==> config.mk <==
export PLATFORM = sky130hd
export DESIGN_NAME = egr_dpb_dirty_ptr_buf
export DESIGN_NICKNAME = d
export VERILOG_FILES = /design/src/rtl/egr_dpb_dirty_ptr_buf.sv
export SDC_FILE = /design/constraint.sdc
export NUM_CORES = 1
export LEC_CHECK = 0
export CORE_ASPECT_RATIO = 1.5
export CORE_UTILIZATION = 30
export DETAILED_ROUTE_END_ITERATION = 6
export DONT_BUFFER_PORTS = 1
export SYNTH_ARGS = -nofsm -noshare
export SYNTH_HDL_FRONTEND = slang
export SYNTH_SLANG_ARGS = --single-unit
==> constraint.sdc <==
create_clock -name cclk -period 4.7 [get_ports cclk]
set_input_delay 0.47 -clock cclk [delete_from_list [all_inputs] [get_ports cclk]]
set_output_delay 0.47 -clock cclk [all_outputs]
set_load 0.01 [all_outputs]
==> src/rtl/egr_dpb_dirty_ptr_buf.sv <==
// Dirty Pointer Broker input buffer.
// Queues dirty pointers released by the Packet Fetch Scheduler in a
// first-word-fall-through FIFO. The FIFO drains to the pointer-return path
// through a valid/ready handshake. A hysteresis stall tells PFS to back off
// before the FIFO overflows. A pointer that arrives while the FIFO is full,
// with no pop in the same cycle, is dropped and latches a sticky error flag.
module egr_dpb_dirty_ptr_buf #(
  parameter  int PTR_W = 16,
  parameter  int DEPTH = 32,
  parameter  int HI_WM = 24,
  parameter  int LO_WM = 16,
  localparam int CNT_W = $clog2(DEPTH + 1)
) (
  input  logic             cclk,
  input  logic             rst_n,
  // PFS side: fire-and-forget, throttled only through stall
  input  logic             pfs_dptr_valid,
  input  logic [PTR_W-1:0] pfs_dptr,
  output logic             stall,
  // pointer-return side
  output logic             rtn_valid,
  output logic [PTR_W-1:0] rtn_ptr,
  input  logic             rtn_ready,
  // status
  output logic [CNT_W-1:0] occupancy,
  output logic             overflow_err,
  input  logic             err_clr
);

  localparam int AW = $clog2(DEPTH);

  // Bad watermark or depth settings would silently break the stall contract,
  // so they are rejected at elaboration time.
  if (!((LO_WM < HI_WM) && (HI_WM <= DEPTH)) ||
      ((DEPTH & (DEPTH - 1)) != 0) || (DEPTH < 4)) begin : g_bad_cfg
    $error("egr_dpb_dirty_ptr_buf: need LO_WM < HI_WM <= DEPTH, DEPTH pow2 >= 4");
  end

  logic [PTR_W-1:0] mem_q [DEPTH];

  logic [AW-1:0]    wr_ptr_q, wr_ptr_d;
  logic [AW-1:0]    rd_ptr_q, rd_ptr_d;
  logic [CNT_W-1:0] occ_q, occ_d;
  logic             stall_q, stall_d;
  logic             err_q, err_d;

  logic             full, empty;
  logic             push, pop, drop;

  // Handshake decode. When the FIFO is full, a pop frees the head slot in
  // the same edge, so a concurrent push can still be accepted.
  always_comb begin
    full  = (occ_q == CNT_W'(DEPTH));
    empty = (occ_q == '0);
    pop   = !empty && rtn_ready;
    push  = pfs_dptr_valid && (!full || pop);
    drop  = pfs_dptr_valid && full && !pop;
  end

  // Next state for the pointers, the occupancy, the stall hysteresis and the error flag.
  // The pointers are exactly log2(DEPTH) bits wide, so they wrap on their own.
  always_comb begin
    wr_ptr_d = wr_ptr_q + AW'(push);
    rd_ptr_d = rd_ptr_q + AW'(pop);
    occ_d    = occ_q + CNT_W'(push) - CNT_W'(pop);

    // The stall is derived from next occupancy, so it flips on the same edge
    // that the occupancy reaches a watermark.
    stall_d = stall_q;
    if (occ_d >= CNT_W'(HI_WM)) begin
      stall_d = 1'b1;
    end else if (occ_d <= CNT_W'(LO_WM)) begin
      stall_d = 1'b0;
    end

    // A new drop wins over a clear in the same cycle, so no drop can go unreported.
    err_d = err_q;
    if (drop) begin
      err_d = 1'b1;
    end else if (err_clr) begin
      err_d = 1'b0;
    end
  end

  // Control state register with synchronous reset. Reset discards queued entries.
  always_ff @(posedge cclk) begin
    if (!rst_n) begin
      wr_ptr_q <= '0;
      rd_ptr_q <= '0;
      occ_q    <= '0;
      stall_q  <= 1'b0;
      err_q    <= 1'b0;
    end else begin
      wr_ptr_q <= wr_ptr_d;
      rd_ptr_q <= rd_ptr_d;
      occ_q    <= occ_d;
      stall_q  <= stall_d;
      err_q    <= err_d;
    end
  end

  // Storage array, not reset. Writes are held off during reset so that the array
  // does not change while the pointers are being reinitialised.
  always_ff @(posedge cclk) begin
    if (rst_n && push) begin
      mem_q[wr_ptr_q] <= pfs_dptr;
    end
  end

  // The head is read straight out of the array. With no write bypass, a new entry
  // becomes visible one cycle after the push.
  assign rtn_valid    = !empty;
  assign rtn_ptr      = mem_q[rd_ptr_q];
  assign stall        = stall_q;
  assign occupancy    = occ_q;
  assign overflow_err = err_q;

endmodule
==> impl_metrics.py <==
metrics = {
    "outcome": {
        "run_status": "finished, final reports clean",
    },
    "synth": {
        "synth.net_count": 1024,
        "library_cell_with_the_highest_instance_count_after_synthesis": "edfxtp_1",
        "synth_flop_cell": "edfxtp_1",
        "yosys.area_share.xor_xnor_pct": 0.382,
        "combinational_family_with_the_most_area_after_synthesis": "multiplexers",
        "synth_compound_gate_area_share_pct": 4.26,
        "syn_area_per_cell_um2": 20.8,
        "ys_seq_area_share_pct": 76.3,
        "number_of_flops_mapped_to_enable_cells_by_yosys": 512,
        "number_of_instances_in_the_synthesized_netlist": 990,
        "synthAdderAreaFrac_pct": 0.825,
        "yosys_top_cell_by_area": "edfxtp_1",
        "post_synth_instance_area_um2": 20600,
        "synth_warnings": 0,
        "synth_simple_gate_area_share_pct": 2.07,
        "yosys_register_bits": 530,
        "postSynth.asyncResetShare_pct": 0,
        "synth.top_cells.by_count": "edfxtp_1, mux2i_1, mux4_2, nor2_1",
        "top_post_synthesis_cells_by_area": "edfxtp_1, mux4_2, mux4_1",
        "synthDistinctLibCells": 39,
        "synth_largest_type_area_fraction_pct": 74.5,
        "post_synth_mux_area_share_pct": 14.2,
    },
    "clocking": {
        "clock-root-buffer": "clkbuf_16",
        "ctsLongestPathBuffers": 3,
        "tritoncts": "yes",
        "post-cts-setup-buffers": 0,
        "clk_pin_slew_ns": 0.06,
        "clock_tree.htree_level_count": 2,
        "insertion_delay_ns": 0.61,
        "cts.sinks": 530,
        "cts_made_buffers": 50,
    },
    "route": {
        "top_layer": "met5",
        "detail_route.wirelength.met1_um": 18700,
        "drtIter0Drc": 923,
        "met2RoutedLength_um": 27400,
        "drt-wirelength-per-cell_um": 25.2,
        "drt.antenna.violating_nets": 0,
        "drt-pass1-iter-count": 4,
        "vias_per_cell": 5.06,
        "remaining_drc_errors": 0,
        "detailroute.wirelength.met3_um": 2520,
        "num_vias": 10046,
        "drt-total-wl_um": 50100,
    },
    "floorplanning": {
        "io-pin-count": 46,
        "core_region_area_um2": 67900,
        "initial_utilization_pct": 30.4,
        "chipWidth_um": 216,
        "row_count": 117,
        "fp.dieH_um": 323,
        "fp.dieArea_um2": 69900,
    },
    "sta": {
        "fmax_ghz": 0.244,
        "grt_setup_unrepaired": "no",
        "portion_of_the_clock_cycle_consumed_by_the_worst_path_in_the_final_layout_pct": 87.1,
        "endpoints_failing_setup": 0,
        "fin_worst_skew_ns": 0.0318,
        "final-max-slew-violation-count": 0,
        "worst-slew-pin-transition_ns": 1.19,
        "final_count_of_hold_timing_violations": 0,
        "final.min_clock_period_ns": 4.10,
        "timing.setup.tns_ns": 0,
        "timing.slew.headroom_pct": 20.1,
    },
    "global_routing": {
        "grt_start_max_net_pins": 64,
        "grt_pass1_wl_um": 72500,
        "grt_antenna_before_repair": 5,
        "grt_pass1_vias": 10446,
        "grt_overflow_total": 0,
        "globalRouteTotalUtil_pct": 14.5,
    },
    "worst_setup_path": {
        "critical_path_cell_count": 5,
        "cpLargestDelayFamily": "flip-flops",
        "end_kind": "output pin",
        "timing.critical_path.slowest_stage_cell": "dfxtp_4",
        "worst-r2r-cell-count": 8,
        "cpPeakStageDelay_ns": 0.96,
        "critPathRequiredTime_ns": 4.23,
        "worstPathCellList": "buf_4 -> mux4_1 -> a22o_1 -> a211oi_1 -> a21oi_1",
        "startpoint_type": "flop",
        "worst-path-max-fanout": 63,
        "arrival_ns": 3.63,
        "crit_type": "reg2out",
        "crit_buf_inv": 1,
    },
    "cells_and_area": {
        "syn_to_final_growth_pct": 14.2,
        "multi_input_area_um2": 4490,
        "layout-drive-gt1-share_pct": 17.4,
        "layout.filler_cells": 6321,
        "layout.nets": 1085,
        "finish.cell_count_without_fillers": 1985,
        "sequential_cell_area_um2": 15700,
    },
    "place": {
        "hpwlAfterDp_um": 29700,
        "gp_routability_congestion": 0.753,
        "placed_cells_incl_taps": 1873,
        "place.port_buffers": 0,
    },
    "hold_path": {
        "hold_class": "in2reg",
        "holdPathStages": 1,
    },
    "job": {
        "maxCapViolations": 0,
    },
    "power": {
        "power-per-cell-area_nw_per_um2": 464,
        "power.static_leakage_uw": 0.00730,
        "peakVddDrop_uv": 334,
    },
}
==> kinds of logic (layout without fill, tap and decap cells) <==
logic type,Yosys count,count (layout)
DFF,530,530
muxes,161,161
AOI/OAI and AO/OA,122,122
and+or+nand+nor,87,87
buffers and inverters,68,169
adders and majority gates,13,13
xor gates and xnor gates,9,9
other,0,2
==> final timing paths <==
path	start	to	slack, ns
max	rd_ptr_q[1]$_SDFF_PN0_	rtn_ptr[15]	0.60
min	rst_n	rd_ptr_q[0]$_SDFF_PN0_	0.03
max reg2reg	occupancy[2]$_SDFF_PN0_	mem_q[0][6]$_DFFE_PP_	1.42
min reg2reg	wr_ptr_q[4]$_SDFF_PN0_	wr_ptr_q[4]$_SDFF_PN0_	0.67
==> power breakdown <==
part	switching [uW]	internal (uW)
Clock	1720	2080
Sequential	175	5250
Combinational	846	868
==> per-stage QoR <==
step                      hold WS, ns  util, %  power [uW]  setup WS [ns]  instance area [um^2]
after floorplan                 0.552        -        6920           2.12                 20600
after global placement          0.571     32.1        7170           1.27                 21800
after detailed placement        0.570     32.1        7200           1.26                 21800
after CTS                     0.00373     34.7       11100          0.634                 23600
after global routing          0.00863     34.7       11400          0.555                 23600
final                          0.0250     34.7       10900          0.605                 23600
==> what timing repair did <==
item,4_1_cts,5_1_grt
hold buffers,18,0
resized for setup,0,0
endpoints found under the hold margin,521,0
==> cells in the final DEF (no fill, tap or decap), types with 14 or more instances in the layout <==
cell type	n
a211oi_1	31
and2_1	15
clkinv_1	15
o22ai_1	17
a21oi_1	19
clkbuf_16	50
a22oi_1	18
nor2_1	34
mux2i_1	65
buf_4	42
dfxtp_1	16
a22o_1	15
mux4_2	65
dlygate4sd3_1	14
o221ai_1	16
mux4_1	31
edfxtp_1	512
==> registers in the layout, summed over array words and instances, names as in the netlist <==
register / flops
wr_ptr_q: 5
stall: 1
mem_q: 512
occupancy: 6
overflow_err: 1
rd_ptr_q: 5
==> area by class of cell <==
class	count	area share [%]
clock buffer	60	5.47
timing repair buffer	65	2.70
clock inverter	32	1.06
antenna	2	0.0212
sequential	530	66.8
inverter	12	0.191
tap	892	4.73
multi-input combinational	392	19.1
==> routing by layer <==
| metal | GRT usage, % | up-vias |
|---|---|---|
| li1 | - | 4266 |
| met1 | 16.9 | 5371 |
| met2 | 26.7 | 330 |
| met3 | 1.72 | 77 |
| met4 | 5.87 | 2 |
| met5 | 0 | - |
==> worst register-to-register path: cells and delay by family, from the launching register on <==
| kind | cells | cell delay [ns] |
|---|---|---|
| adders and majority gates | 1 | 0.19 |
| and+or+nand+nor | 5 | 2.03 |
| buffers and inverters | 2 | 0.34 |
| DFF | 1 | 0.41 |
Note: power is estimated with default switching activity, not from simulation.
